**config.mk**
```make
export PLATFORM = sky130hd
export DESIGN_NAME = cocotb_array_assembler
export DESIGN_NICKNAME = d
export VERILOG_FILES = /design/src/rtl/cocotb_array_pkg.sv /design/src/rtl/cocotb_array_idx_counter.sv /design/src/rtl/cocotb_array_assembler.sv
export SDC_FILE = /design/constraint.sdc
export NUM_CORES = 1
export LEC_CHECK = 0
export CAP_MARGIN = 20
export CORE_MARGIN = 2
export CORE_UTILIZATION = 35
export CTS_CLUSTER_DIAMETER = 200
export DETAILED_ROUTE_END_ITERATION = 8
export PLACE_DENSITY_LB_ADDON = 0.08
export SYNTH_ARGS = -nofsm -noshare
export SYNTH_HDL_FRONTEND = slang
export SYNTH_HIERARCHICAL = 1
export SYNTH_SLANG_ARGS = --single-unit
```
**constraint.sdc**
```tcl
create_clock -name clk -period 2.7 [get_ports clk]
set_input_delay 0.54 -clock clk [delete_from_list [all_inputs] [get_ports clk]]
set_output_delay 0.54 -clock clk [all_outputs]
set_load 0.02 [all_outputs]
```
**src/rtl/cocotb_array_pkg.sv**
```systemverilog
// Shared types and constants for the multi-dimensional array path:
// element and frame typedefs, frame length, assembler state encoding.
package cocotb_array_pkg;

  localparam int ELEM_W    = 3;
  localparam int ARR_DIM   = 3;
  localparam int FRAME_LEN = ARR_DIM * ARR_DIM * ARR_DIM;

  typedef logic [ELEM_W-1:0] elem_t;
  typedef elem_t [ARR_DIM-1:0][ARR_DIM-1:0][ARR_DIM-1:0] arr3d_packed_t;
  typedef elem_t arr3d_unpacked_t [ARR_DIM-1:0][ARR_DIM-1:0][ARR_DIM-1:0];

  typedef enum logic {
    ST_FILL = 1'b0,
    ST_HOLD = 1'b1
  } asm_state_t;

  // Index counter width: clog2 of the extent, never narrower than one bit.
  function automatic int idx_w(input int dim);
    return (dim > 1) ? $clog2(dim) : 1;
  endfunction

endpackage

```
**src/rtl/cocotb_array_idx_counter.sv**
```systemverilog
// Three cascaded wrap counters (k innermost, then j, then i) walking a
// DIM x DIM x DIM frame; flags the final index of the frame.
module cocotb_array_idx_counter
  import cocotb_array_pkg::*;
#(
  parameter int DIM = 3,
  parameter int CW  = idx_w(DIM)
) (
  input  logic          clk,
  input  logic          rst,
  input  logic          inc,
  input  logic          clr,
  output logic [CW-1:0] idx_i,
  output logic [CW-1:0] idx_j,
  output logic [CW-1:0] idx_k,
  output logic          last
);

  localparam logic [CW-1:0] MAX = CW'(DIM - 1);

  // Clear wins over increment so a frame boundary always restarts at [0][0][0].
  always_ff @(posedge clk or posedge rst) begin
    if (rst) begin
      idx_i <= '0;
      idx_j <= '0;
      idx_k <= '0;
    end else if (clr) begin
      idx_i <= '0;
      idx_j <= '0;
      idx_k <= '0;
    end else if (inc) begin
      if (idx_k == MAX) begin
        idx_k <= '0;
        if (idx_j == MAX) begin
          idx_j <= '0;
          idx_i <= (idx_i == MAX) ? '0 : idx_i + CW'(1);
        end else begin
          idx_j <= idx_j + CW'(1);
        end
      end else begin
        idx_k <= idx_k + CW'(1);
      end
    end
  end

  assign last = (idx_i == MAX) && (idx_j == MAX) && (idx_k == MAX);

endmodule

```
**src/rtl/cocotb_array_assembler.sv**
```systemverilog
// Assembles a serial element stream into a DIM^3 frame and holds it, in
// packed and unpacked form, until the consumer accepts it.
module cocotb_array_assembler
  import cocotb_array_pkg::*;
#(
  parameter int DATA_W = 3,
  parameter int DIM    = 3
) (
  input  logic                                          clk,
  input  logic                                          rst,
  input  logic                                          s_valid,
  output logic                                          s_ready,
  input  logic [DATA_W-1:0]                             s_data,
  input  logic                                          s_last,
  output logic                                          m_valid,
  input  logic                                          m_ready,
  output logic [DIM-1:0][DIM-1:0][DIM-1:0][DATA_W-1:0]  out_arr_packed,
  output logic [DATA_W-1:0]                             out_arr_unpacked [DIM-1:0][DIM-1:0][DIM-1:0],
  output logic                                          len_err
);

  localparam int CW = idx_w(DIM);

  asm_state_t    state_q, state_d;
  logic [CW-1:0] idx_i, idx_j, idx_k;
  logic          idx_last;
  logic          beat;
  logic          cnt_inc, cnt_clr;
  logic          len_err_d;

  assign s_ready = (state_q == ST_FILL);
  assign m_valid = (state_q == ST_HOLD);
  assign beat    = s_valid & s_ready;

  cocotb_array_idx_counter #(
    .DIM (DIM),
    .CW  (CW)
  ) u_idx (
    .clk   (clk),
    .rst   (rst),
    .inc   (cnt_inc),
    .clr   (cnt_clr),
    .idx_i (idx_i),
    .idx_j (idx_j),
    .idx_k (idx_k),
    .last  (idx_last)
  );

  always_ff @(posedge clk or posedge rst) begin
    if (rst) begin
      state_q <= ST_FILL;
      len_err <= 1'b0;
    end else begin
      state_q <= state_d;
      len_err <= len_err_d;
    end
  end

  // A frame ends on the final index (complete, length error if s_last is
  // missing) or on an early s_last (discarded, counters restart).
  always_comb begin
    state_d   = state_q;
    cnt_inc   = 1'b0;
    cnt_clr   = 1'b0;
    len_err_d = 1'b0;
    case (state_q)
      ST_FILL: begin
        if (beat) begin
          if (idx_last) begin
            state_d   = ST_HOLD;
            cnt_clr   = 1'b1;
            len_err_d = ~s_last;
          end else if (s_last) begin
            cnt_clr   = 1'b1;
            len_err_d = 1'b1;
          end else begin
            cnt_inc   = 1'b1;
          end
        end
      end
      ST_HOLD: begin
        if (m_ready) state_d = ST_FILL;
      end
      default: state_d = ST_FILL;
    endcase
  end

  // Frame storage lives in the unpacked output; the packed view is pure wiring.
  always_ff @(posedge clk or posedge rst) begin
    if (rst) begin
      for (int a = 0; a < DIM; a++)
        for (int b = 0; b < DIM; b++)
          for (int c = 0; c < DIM; c++)
            out_arr_unpacked[a][b][c] <= '0;
    end else if (beat) begin
      out_arr_unpacked[idx_i][idx_j][idx_k] <= s_data;
    end
  end

  for (genvar gi = 0; gi < DIM; gi++) begin : g_i
    for (genvar gj = 0; gj < DIM; gj++) begin : g_j
      for (genvar gk = 0; gk < DIM; gk++) begin : g_k
        assign out_arr_packed[gi][gj][gk] = out_arr_unpacked[gi][gj][gk];
      end
    end
  end

endmodule

```
### After elaboration in Yosys (flattened, before gate mapping)

Cells that the tools add are included.

| operators by class | value |
|---|---|
| add/subtract/negate cells | 3 |
| reduce and logical (&&, ||, !) cells | 10 |
| equality and inequality tests | 3 |
| mux-type cells | 34 |
| $lt $le $gt $ge | 6 |
| bitwise operators | 3 |

Operators with widths:

| operator | count |
|---|---|
| 81-bit bitwise mux | 1 |
| 27-bit demux with 2-bit select | 1 |
| 27-bit 2-to-1 mux | 1 |
| 2-bit 2-to-1 mux | 12 |
| 9-bit demux with 2-bit select | 1 |
| 1-bit 2-to-1 mux | 14 |
| 2-bit by 3-bit < comparator with 1-bit output, second input constant | 3 |
| 9-bit 2-to-1 mux | 1 |
| 2-bit by 1-bit adder with 2-bit output, second input constant | 3 |
| 3-bit demux with 2-bit select | 1 |
| 2-bit equality test, second input constant | 3 |
| 2-bit by 1-bit greater-or-equal comparator with 1-bit output, second input constant | 3 |
| 2-bit nonzero test | 3 |
| 1-bit logical AND | 5 |
| 3-bit 2-to-1 mux | 1 |
| 3-bit AND reduction | 1 |
| 1-bit NOT | 2 |
| 1-bit one-hot mux with 2 select lines | 1 |
| 2-bit AND reduction | 1 |
| 1-bit AND | 1 |

| word-level totals | value |
|---|---|
| input bits | 8 |
| output and inout port bits | 165 |
| register bits | 89 |
| word-level logic and storage cells | 91 |

### Logic depth before layout (Yosys ltp)

Gate-level depths: netlist (run 1).

| depth | value |
|---|---|
| depth in word-level cells | 9 |
| mapped depth | 8 |

### Cells and area by module

The synthesis (run 1) kept the hierarchy.

Modules (own cells, without submodules):

| module | area an instance (µm²) | instances | seq. area each (µm²) | cells an instance |
|---|---|---|---|---|
| cocotb_array_assembler | 3965.1 | 1 | 2077.0 | 305 |
| cocotb_array_idx_counter | 309.0 | 1 | 150.1 | 31 |

### Worst setup path after synthesis (run 1)

OpenSTA, ideal clock, no wires.

| path | value |
|---|---|
| path type | register -> register |
| start | register u_idx.idx_k[0] |
| end | register u_idx.idx_i[1] |
| cell stages (with the launch flop) | 9 |
| data required time | 2.572 ns |
| path buffers | 0 |
| setup time | 0.128 ns |
| arrival time | 1.948 ns |
| setup slack | 0.623 ns |
| period minus slack after synthesis | 2.077 ns |
| cell sequence | dfrtp_1 -> nand4bb_4 -> nor3b_1 -> inv_1 -> ha_1 -> nor3b_1 -> nor2b_1 -> o21ai_0 -> o31ai_1 |

| on the way | value |
|---|---|
| longest elaborated chain between the ends | 7 |
| elaborated cells between the ends (all ways) | 13 |

RTL lines:

| item | RTL line | source |
|---|---|---|
| start: declaration | cocotb_array_idx_counter.sv:15 | `output logic [CW-1:0] idx_k,` |
| start signal: assignment | cocotb_array_idx_counter.sv:41 | `idx_k <= idx_k + CW'(1);` |
| 2-bit equality test (*) | cocotb_array_idx_counter.sv:46 | `assign last = (idx_i == MAX) && (idx_j == MAX) && (idx_k == MAX);` |
| 1-bit logical AND (*) | cocotb_array_idx_counter.sv:46 |  |
| named net idx_last | cocotb_array_assembler.sv:26 | `logic idx_last;` |
| 1-bit 2-to-1 mux (*) | cocotb_array_assembler.sv:69 | `if (idx_last) begin` |
| 1-bit 2-to-1 mux (*) | cocotb_array_assembler.sv:68 | `if (beat) begin` |
| 1-bit 2-to-1 mux (*) | cocotb_array_assembler.sv:66 | `case (state_q)` |
| named net cnt_clr | cocotb_array_assembler.sv:28 | `logic cnt_inc, cnt_clr;` |
| 2-bit nonzero test (no line) | -- |  |
| 3-bit AND reduction (no line) | -- |  |
| end signal: assignment | cocotb_array_idx_counter.sv:36 | `idx_i <= (idx_i == MAX) ? '0 : idx_i + CW'(1);` |
| end: declaration | cocotb_array_idx_counter.sv:13 | `output logic [CW-1:0] idx_i,` |

Mark *: on every way through the listed nets, which the timed path passes. The rest lies on a longest branch.
A chain may end at the register's enable or synchronous reset.

### Worst setup path after layout (run 1)

| path | value |
|---|---|
| start | register u_idx.idx_k[0] |
| end | register u_idx.idx_i[0] |

| on the way | value |
|---|---|
| longest elaborated chain between the ends | 7 |
| elaborated cells between the ends (all ways) | 13 |

RTL lines:

| item | RTL line |
|---|---|
| 2-bit equality test | cocotb_array_idx_counter.sv:46 |
| 1-bit logical AND | cocotb_array_idx_counter.sv:46 |
| named net idx_last | cocotb_array_assembler.sv:26 |
| 1-bit 2-to-1 mux | cocotb_array_assembler.sv:69 |
| 1-bit 2-to-1 mux | cocotb_array_assembler.sv:68 |
| 1-bit 2-to-1 mux | cocotb_array_assembler.sv:66 |
| named net cnt_inc | cocotb_array_assembler.sv:28 |
| 2-bit nonzero test (no line) | -- |
| 3-bit AND reduction (no line) | -- |

The timed path passes the listed nets, and every way through them passes these cells.

==> metrics.md, run 1 <==
| Metric | Value |
|---|---|
| Synth warnings | 6 |
| Switching share of power | 0.264 |
| Mux cell area share after synthesis | 0.213 |
| Nets | about 440 |
| Max-slew violations | 0 |
| Net Sw Power | around 0.99 mW |
| Max Freq | between 400 and 500 MHz |
| Ant. Diodes | 0 |
| VDD IR-drop max | 0.303 mV |
| RSZ-0062 raised after global routing | no |
| Max cap viols | 0 |
| Worst r2r dst | u_idx/idx_i[0] |
| Place WS | 507 ps |
| Adder-Cell Fraction of Synth Area | 0.00293 |
| Routed len/inst | 17.5 um |
| Post-Syn Nets | approximately 350 |
| Logic pwr share | 0.212 |
| Initial antenna violation count | 0 |
| 1st-pass router iterations | 4 |
| Leak | about 2.6 nW |
| DRC violations left | 0 |
| Vias in the first global route | about 2,900 |
| Largest family of logic cells by synthesized area | multiplexers |
| Syn Area/Cell | roughly 13 um^2 |
| Die Y-Extent | 115 um |
| Hold Path Class | in2async |
| Sequential share of the synthesized area | 0.521 |
| GP Congestion | between 0.7 and 0.8 |
| Internal power | approximately 2.8 mW |
| Worst Setup End Kind | flop |
| Core footprint | 12,000 um^2 |
| Clk buf depth | 2 |
| Max_slew headroom | 0.485 |
| Fin crit period | roughly 2200 ps |
| Worst-Skew Late Latency | 340 ps |
| Final Hold Vio Count | 0 |
| Synth Register Bits | just under 90 |
| Sequential share of power | 0.406 |
| Share of the synthesized area in the top cell type | 0.521 |
| R2r setup slk | 530 ps |
| Hold-fix buffers, CTS | 0 |
| Status | finished, final reports clean |
| Setup TNS | 0 ps |
| CP Data Required Time | ~3000 ps |
| Final Util | 0.497 |
| Worst slew pin tran | approximately 770 ps |
| H-tree Lvls | 3 |
| Share of cells above drive strength 1 | 0.257 |
| Compound-Gate Fraction of Synth Area | 0.0111 |
| Die W | around 110 um |
| Final setup vio count | 0 |
| PortBufs | 172 |
| CTS sink cnt | a little under 90 |
| Routed WL | between 10,000 and 15,000 um |
| Gr usage total | 0.159 |
| Syn Std Cell Area | around 4300 um^2 |
| Area contributors post-synth | dfrtp_1, mux2_2, buf_4, nand2_1, and4bb_2 |
| DP HPWL | approximately 7300 um |
| Simple-Gate Fraction of Synth Area | 0.0937 |
| DR iter-0 viols | between 50 and 60 |
| First-pass GRT wire length | approximately 16,000 um |
| Area leader, netlist | dfrtp_1 |
| Reg2reg start | u_idx/idx_k[0] |
| Post_cts resized | 0 |
| Fillers | between 1,000 and 1,500 |
| CP Class | reg2reg |
| Startpoint Class | flop |
| Via density | around 4.7 |
| Root Driver | clkbuf_16 |
| Synth-to-layout area growth | 39.0% |
| Post-DRT Antenna Nets | 0 |
| Largest net degree at the start of global routing | 49 |
| Starting Density | 0.357 |
| Tcrit/Tclk final | 0.804 |
| Commonest non-fill, non-tap cell in the layout | clkdlybuf4s50_1 |
| Clk_skew | 6.83 ps |
| Total grt overflow | 0 |
| Full die area | approximately 13,000 um^2 |
| CTS tree | done |
| # IOs | 173 |
| CP Max Fanout | 14 |
| Count of different cell masters after synthesis | 26 |
| Cells after Synth | ~340 |
| Worst Reg-to-Reg Cells | 8 |
| Pwr/cell area | 631 nW/um^2 |
| Most frequent cells in the layout | clkdlybuf4s50_1, dfrtp_1, mux2_2 |
| Clock slew at reported path FFs | ~60 ps |
| Post-route setup slack | 528 ps |
| Routed vias | 2,772 |
| Post-synthesis xor/xnor area fraction | 0 |
| Clk pwr share | 0.381 |
| Post-CTS repair timing setup buffer count | 0 |
| CP Data Arrival Time | around 2400 ps |
| Num rows | 40 |
| CTS buffer count | 9 |
-- stage by stage --
stage | area (um^2) | std cells | total power [mW] | hold WS, ps
after floorplan | 4270 | 336 | 2.03 | 331
after global placement | 5590 | 570 | 2.35 | 503
after detailed placement | 5590 | 570 | 2.36 | 522
after CTS | 5940 | 586 | 3.80 | 488
after global routing | 5940 | 586 | 3.90 | 529
final | 5940 | 586 | 3.75 | 488
-- registers in the layout, summed over array words and instances (netlist names) --
signal          count
out_arr_packed     81
len_err             1
u_idx/idx_k         2
u_idx/idx_i         2
u_idx/idx_j         2
m_valid             1
-- worst max-delay path, stage by stage (launching register included) --
cell and delay [ps]:
dfrtp_1 600, nand4bb_4 260, nor3b_1 80, inv_1 70
ha_1 160, and3_1 220, inv_1 100, or4_1 470
a21oi_1 150
-- synthesized netlist by cell type --
cell / number
ha_1: 1
nor4b_4: 1
or3b_1: 1
o31ai_1: 1
mux2_2: 78
dfrtp_1: 89
nor4_1: 1
nor2b_1: 1
nand4bb_4: 1
inv_1: 6
nand2_1: 31
nor2_1: 2
or3_1: 1
and3_1: 2
buf_4: 81
nor3b_1: 3
nand3_1: 1
and4bb_2: 6
or4_1: 1
mux2_1: 3
nor4b_2: 4
a21oi_1: 5
o21ai_0: 3
buf_2: 2
nand3b_1: 2
clkbuf_1: 9
-- metal layers --
layer | vias up | global-route usage | share of wire
met5 | - | 0 | 0
met4 | 0 | 0.0634 | 0.015
met3 | 10 | 0.0265 | 0.043
li1 | 1261 | - | -
met2 | 85 | 0.262 | 0.50
met1 | 1416 | 0.208 | 0.44
-- area by class of cell --
class	count	area [um^2]	share of cell area
Tap cell	147	184	0.0310
Multi-Input combinational cell	149	1370	0.231
Sequential cell	89	2230	0.375
Inverter	6	23.8	0.00400
Timing Repair Buffer	179	1790	0.301
Clock buffer	11	243	0.0409
Clock inverter	5	103	0.0173
-- worst max-delay path by stage --
| stage | from | end | slack [ps] | depth (start not counted) |
|---|---|---|---|---|
| 2_1_floorplan | rst | len_err | 20 | 1 |
| 3_3_place_gp | s_valid | out_arr_packed[76] | 520 | 4 |
| 3_5_place_dp | s_valid | out_arr_packed[76] | 510 | 4 |
| 4_1_cts | u_idx/idx_k[0] | u_idx/idx_i[0] | 540 | 8 |
| 5_1_grt | u_idx/idx_k[0] | u_idx/idx_i[0] | 340 | 8 |
| 6_report | u_idx/idx_k[0] | u_idx/idx_i[0] | 530 | 8 |
-- power groups by stage --
stage          registers (mW)  clock network (mW)  logic (mW)
4_1_cts                  1.53                1.46       0.809
3_3_place_gp             1.55                   0       0.804
5_1_grt                  1.54                1.52       0.844
2_1_floorplan            1.64                   0       0.395
6_report                 1.52                1.43       0.796
3_5_place_dp             1.55                   0       0.808
-- cell families after synthesis --
| logic type | Yosys count |
|---|---|
| buf+inv | 98 |
| flops | 89 |
| mux | 81 |
| simple gates | 58 |
| compound gates | 9 |
| fa+ha+maj | 1 |
No activity file was read; power rests on OpenSTA's default activity.
==> inputs of run 2 (changes only) <==
==> constraint.sdc (replaced) <==
create_clock -name clk -period 2.3 [get_ports clk]
set_input_delay 0.46 -clock clk [delete_from_list [all_inputs] [get_ports clk]]
set_output_delay 0.46 -clock clk [all_outputs]
set_load 0.02 [all_outputs]
==> run 2 against run 1 <==
Via count fell by 1.1%. Combinational power grew 20%. Clock power increased by 19%. First-iteration DRC count grew 22%. Total power rose by 18%. Utilization up 0.24 points. Sequential power rose by 16%. Setup slack got worse by 280 ps. Count of clock-buffer cells in the layout decreased by 2.
==> metrics.md, run 2 (synthesized netlist as in run 1, its figures left out) <==
| Metric | Value |
|---|---|
| Max_slew headroom | 0.550 (+0.0652) |
| Routed len/inst | 17.1 um (-2.8%) |
| 1st-pass router iterations | 4 (unchanged) |
| Die W | 115 um (unchanged) |
| Post-DP Area | 5620 um^2 (+0.45%) |
| Fillers | 1,082 (+0.84%) |
| Worst Reg-to-Reg Cells | 4 (-4) |
| Tcrit/Tclk final | 0.894 |
| CP Max Fanout | 6 (-8) |
| Post-DRT Antenna Nets | 0 (unchanged) |
| Core footprint | 12,000 um^2 (unchanged) |
| Routed WL | 10,100 um (-2.3%) |
| Clock slew at reported path FFs | 60 ps (about the same) |
| Max-slew violations | 0 (unchanged) |
| Die Y-Extent | 115 um (unchanged) |
| DR iter-0 viols | 72 (+22%) |
| Cell Count Post-Placement | 573 (+0.53%) |
| Post-CTS repair timing setup buffer count | 0 (unchanged) |
| Worst Setup End Kind | output pin |
| RSZ-0062 raised after global routing | no |
| Full die area | 13,100 um^2 (unchanged) |
| PortBufs | 172 (unchanged) |
| # IOs | 173 (unchanged) |
| Hold slack | 421 ps (-67.1 ps) |
| Commonest non-fill, non-tap cell in the layout | clkdlybuf4s50_1 |
| Post-route insts no fill | 589 (+0.51%) |
| Share of cells above drive strength 1 | 0.265 (+0.00730) |
| CTS buffer count | 9 (unchanged) |
| Fin crit period | between 2000 and 2500 ps |
| Reg2reg start | u_idx/idx_k[1] |
| Post_cts resized | 0 (unchanged) |
| Final setup vio count | 0 (unchanged) |
| Clk buf depth | 2 (unchanged) |
| Most frequent cells in the layout | clkdlybuf4s50_1, dfrtp_1, mux2_2 |
| CTS tree | done |
| CP Data Required Time | 1840 ps (-1110 ps) |
| First-pass GRT wire length | 15,400 um (-1.8%) |
| GP Congestion | 0.701 (-6.5%) |
| Worst Setup SP | m_valid |
| Nets | 446 (+0.68%) |
| Starting Density | 0.357 (unchanged) |
| CP Data Arrival Time | 1600 ps (-830 ps) |
| Root Driver | clkbuf_16 |
| Max Freq | 486 MHz |
| Startpoint Class | flop |
| VDD IR-drop max | 0.391 mV (+29%) |
| Leak | 2.63 nW (+0.52%) |
| Clk_skew | 6.18 ps (-0.651 ps) |
| CTS sink cnt | 89 (unchanged) |
| Vias in the first global route | 2,746 (-4.8%) |
| Max cap viols | 0 (unchanged) |
| DRC violations left | 0 (unchanged) |
| Post-route setup slack | 243 ps (-285 ps) |
| Setup TNS | 0 ps (unchanged) |
| Worst r2r dst | out_arr_packed[54] |
| Critical Path End | s_ready |
| Largest net degree at the start of global routing | 84 (+71%) |
| Num rows | 40 (unchanged) |
| Worst slew pin tran | 668 ps (-96.9 ps) |
| Worst-Skew Late Latency | 350 ps (about the same) |
| Ant. Diodes | 0 (unchanged) |
| Total power draw | 4.43 mW (+18%) |
| Synth-to-layout area growth | 39.6% |
| Total grt overflow | 0 (unchanged) |
| Pwr/cell area | 742 nW/um^2 (+18%) |
| Via density | 4.66 (-1.6%) |
| R2r setup slk | 370 ps (-160 ps) |
| Place WS | 151 ps (-356 ps) |
| Initial antenna violation count | 0 (unchanged) |
| Max FFs per register | 81 (unchanged) |
| Status | finished, final reports clean |
| H-tree Lvls | 3 (unchanged) |
| Hold Path Class | in2async |
| Gr usage total | 0.156 (-0.00279) |
| Final Instance Area | 5970 um^2 (+0.48%) |
| Final Util | 0.499 (+0.00241) |
| Final Hold Vio Count | 0 (unchanged) |
| Hold-fix buffers, CTS | 0 (unchanged) |
| DP HPWL | 6970 um (-4.2%) |
| Routed vias | 2,742 (-1.1%) |
| CP Class | reg2out |
==> run 2: cell types whose count changed in the layout (fill, tap and decap cells not counted) <==
cell        delta
clkinv_2       -2
clkinv_4       +1
buf_4          +3
clkbuf_8       -1
inv_6          +2
clkinvlp_4     +1
clkbuf_1       -1
==> run 2: layer usage <==
| metal | GRT usage | vias up | part of all wire |
|---|---|---|---|
| met4 | 0.0415 | 0 | 0.010 |
| li1 | - | 1269 | - |
| met5 | 0 | - | 0 |
| met1 | 0.211 | 1375 | 0.46 |
| met3 | 0.0492 | 9 | 0.054 |
| met2 | 0.243 | 89 | 0.48 |
==> run 2: worst max-delay path, cell delays in order, from the launching register on <==
cell,delay (ps)
dfrtp_1,470
inv_1,160
clkdlybuf4s50_1,620
==> run 2: cell type report <==
cell class / count / area, um^2 / share of cell area
Tap cell: 147 / 184 / 0.0308
Inverter: 6 / 26.3 / 0.00440
Sequential cell: 89 / 2230 / 0.373
Multi-Input combinational cell: 149 / 1370 / 0.230
Timing Repair Buffer: 182 / 1810 / 0.303
Clock inverter: 7 / 124 / 0.0208
Clock buffer: 9 / 225 / 0.0377
==> run 2: how the worst min path moves through the flow <==
| stage | start | to | depth (start not counted) |
|---|---|---|---|
| after floorplan | rst | u_idx/idx_i[0] | 1 |
| after global placement | out_arr_packed[18] | out_arr_packed[18] | 1 |
| after detailed placement | out_arr_packed[18] | out_arr_packed[18] | 1 |
| after CTS | rst | u_idx/idx_j[0] | 2 |
| after global routing | rst | u_idx/idx_j[1] | 2 |
| final | rst | u_idx/idx_i[1] | 2 |
==> run 2: power by group <==
part | switching (mW) | internal (mW)
combinational | 0.480 | 0.476
sequential | 0.0903 | 1.68
clock | 0.633 | 1.07
==> inputs of run 3 (changes only) <==
==> constraint.sdc (replaced) <==
create_clock -name clk -period 2.2 [get_ports clk]
set_input_delay 0.44 -clock clk [delete_from_list [all_inputs] [get_ports clk]]
set_output_delay 0.44 -clock clk [all_outputs]
set_load 0.02 [all_outputs]
==> run 3 against run 2 <==
Die area stayed put. Hold slack worse by 1.1 ps. Cell count is 0.17% higher. Combinational power is 5% higher. Register-to-register slack worse by 150 ps. Clock skew is 1.3 ps lower. Setup slack worse by 66 ps. Utilization is 0.12 points higher. Global-route usage is 0.054 points higher. Wire length is 0.57% lower. Count of clock-buffer cells in the layout is 3 higher. Largest cell class unchanged.
==> metrics.md, run 3 (synthesized netlist as in run 1, its figures left out) <==
| Metric | Value |
|---|---|
| Vias in the first global route | 2,821 (+2.7%) |
| Final setup vio count | 0 (unchanged) |
| GP Congestion | 0.679 (-3.0%) |
| Reg2reg start | u_idx/idx_j[1] |
| Die W | 115 um (unchanged) |
| Max_slew headroom | 0.494 (-0.0562) |
| Ant. Diodes | 0 (unchanged) |
| H-tree Lvls | 3 (unchanged) |
| Max-slew violations | 0 (unchanged) |
| Net Sw Power | 1.22 mW (+1.2%) |
| Worst r2r dst | out_arr_packed[1] |
| Place WS | 77.1 ps (-74.3 ps) |
| Initial antenna violation count | 0 (unchanged) |
| RSZ-0062 raised after global routing | no |
| Post_cts resized | 0 (unchanged) |
| Final Instance Area | 5980 um^2 (+0.23%) |
| Clock slew at reported path FFs | 60 ps (about the same) |
| Pwr/cell area | 777 nW/um^2 (+4.7%) |
| Routed vias | 2,788 (+1.7%) |
| Routed len/inst | 16.9 um (-0.74%) |
| Worst slew pin tran | 752 ps (+83.5 ps) |
| Worst Reg-to-Reg Cells | 4 (unchanged) |
| CP Data Required Time | 1760 ps (-80 ps) |
| Cell Count Post-Placement | 574 (+0.17%) |
| Core footprint | 12,000 um^2 (unchanged) |
| Max FFs per register | 81 (unchanged) |
| Leak | 2.65 nW (+0.45%) |
| Gr usage total | 0.157 (+0.000536) |
| Post-CTS repair timing setup buffer count | 0 (unchanged) |
| Max incr delay on CP | 630 ps (about the same) |
| Commonest non-fill, non-tap cell in the layout | clkdlybuf4s50_1 |
| Hold-fix buffers, CTS | 0 (unchanged) |
| Tcrit/Tclk final | 0.919 |
| Total power draw | 4.65 mW (+4.9%) |
| DP HPWL | 7070 um (+1.5%) |
| Post-route setup slack | 178 ps (-65.6 ps) |
| Internal power | 3.43 mW (+6.3%) |
| Clk pwr share | 0.387 (+0.002) |
| Post-route insts no fill | 590 (+0.17%) |
| Share of cells above drive strength 1 | 0.264 (-0.000598) |
| Die Y-Extent | 115 um (unchanged) |
| Fin crit period | approximately 2000 ps |
| Synth-to-layout area growth | 40.0% |
| Largest net degree at the start of global routing | 84 (unchanged) |
| DR iter-0 viols | 54 (-25%) |
| VDD IR-drop max | 0.299 mV (-24%) |
| Root Driver | clkbuf_16 |
| Most frequent cells in the layout | clkdlybuf4s50_1, dfrtp_1, mux2_2 |
| Post-DRT Antenna Nets | 0 (unchanged) |
| CTS buffer count | 9 (unchanged) |
| Sequential share of power | 0.398 (about the same) |
| Crit-path cells | inv_1, clkdlybuf4s50_1 |
| Status | finished, final reports clean |
| Logic pwr share | 0.216 (about the same) |
| Final Hold Vio Count | 0 (unchanged) |
| Total grt overflow | 0 (unchanged) |
| Routed WL | 9990 um (-0.57%) |
| Hold Path Class | in2async |
| Hold slack | 420 ps (-1.15 ps) |
| CTS tree | done |
| PortBufs | 172 (unchanged) |
| Starting Density | 0.357 (unchanged) |
| Post-DP Area | 5630 um^2 (+0.13%) |
| CTS sink cnt | 89 (unchanged) |
| Slowest stage cell, crit path | clkdlybuf4s50_1 |
| R2r setup slk | 220 ps (-150 ps) |
| Num rows | 40 (unchanged) |
| First-pass GRT wire length | 15,600 um (+1.2%) |
| Max cap viols | 0 (unchanged) |
| # IOs | 173 (unchanged) |
| Max Freq | slightly below 500 MHz |
| Worst Setup End Kind | output pin |
| Clk buf depth | 2 (unchanged) |
| Switching share of power | 0.262 (-0.00955) |
| DRC violations left | 0 (unchanged) |
| Nets | 447 (+0.22%) |
| CP Data Arrival Time | 1580 ps (-20 ps) |
| 1st-pass router iterations | 4 (unchanged) |
| Via density | 4.73 (+1.5%) |
| CP Class | reg2out |
| Startpoint Class | flop |
| Clk_skew | 4.83 ps (-1.34 ps) |
| Worst-Skew Late Latency | 330 ps (-20 ps) |
| Setup TNS | 0 ps (unchanged) |
| Final Util | 0.500 (+0.00115) |
| CP Max Fanout | 6 (unchanged) |
| Full die area | 13,100 um^2 (unchanged) |
-- run 3: changes by cell type in the layout (fill, tap and decap cells not counted) --
cell | previous run | this run
clkbuf_8 | 0 | 2
buf_4 | 9 | 10
clkbuf_1 | 0 | 1
inv_6 | 2 | 0
clkinvlp_4 | 2 | 1
-- run 3: area by class of cell --
class / instances / area [um^2]
inverter: 6 / 26.3
fill: 1079 / 5980
sequential: 89 / 2230
tap: 147 / 184
multi-input combinational: 149 / 1370
clock buffer: 12 / 256
timing repair buffer: 183 / 1820
clock inverter: 4 / 98.8
-- run 3: power by group through the flow --
stage	Clock, mW	Combinational (mW)	Sequential (mW)
after floorplan	0	0.486	2.01
after global placement	0	1.01	1.88
after detailed placement	0	1.01	1.89
after CTS	1.84	1.02	1.86
after global routing	1.91	1.06	1.87
final	1.80	1.00	1.85
-- run 3: critical path, delay by kind of cell (launching register included) --
| family | cells | cell delay [ps] |
|---|---|---|
| buffers and inverters | 2 | 790 |
| DFF | 1 | 460 |
-- run 3: routing by layer --
layer / wire (um) / share of wire / global-route usage / up-vias
li1: - / - / - / 1266
met1: 4560 / 0.46 / 0.210 / 1419
met4: 144 / 0.014 / 0.0610 / 0
met3: 394 / 0.039 / 0.0254 / 11
met5: 0 / 0 / 0 / -
met2: 4900 / 0.49 / 0.254 / 92
-- run 3: worst max-delay path by stage --
stage                         from            endpoint  cells past startpoint
floorplan           u_idx/idx_k[0]      u_idx/idx_i[1]                      8
global placement           s_valid  out_arr_packed[61]                      4
detailed placement         s_valid  out_arr_packed[61]                      4
CTS                 u_idx/idx_j[1]   out_arr_packed[1]                      4
global route        u_idx/idx_j[1]   out_arr_packed[1]                      4
finish                     m_valid             s_ready                      2
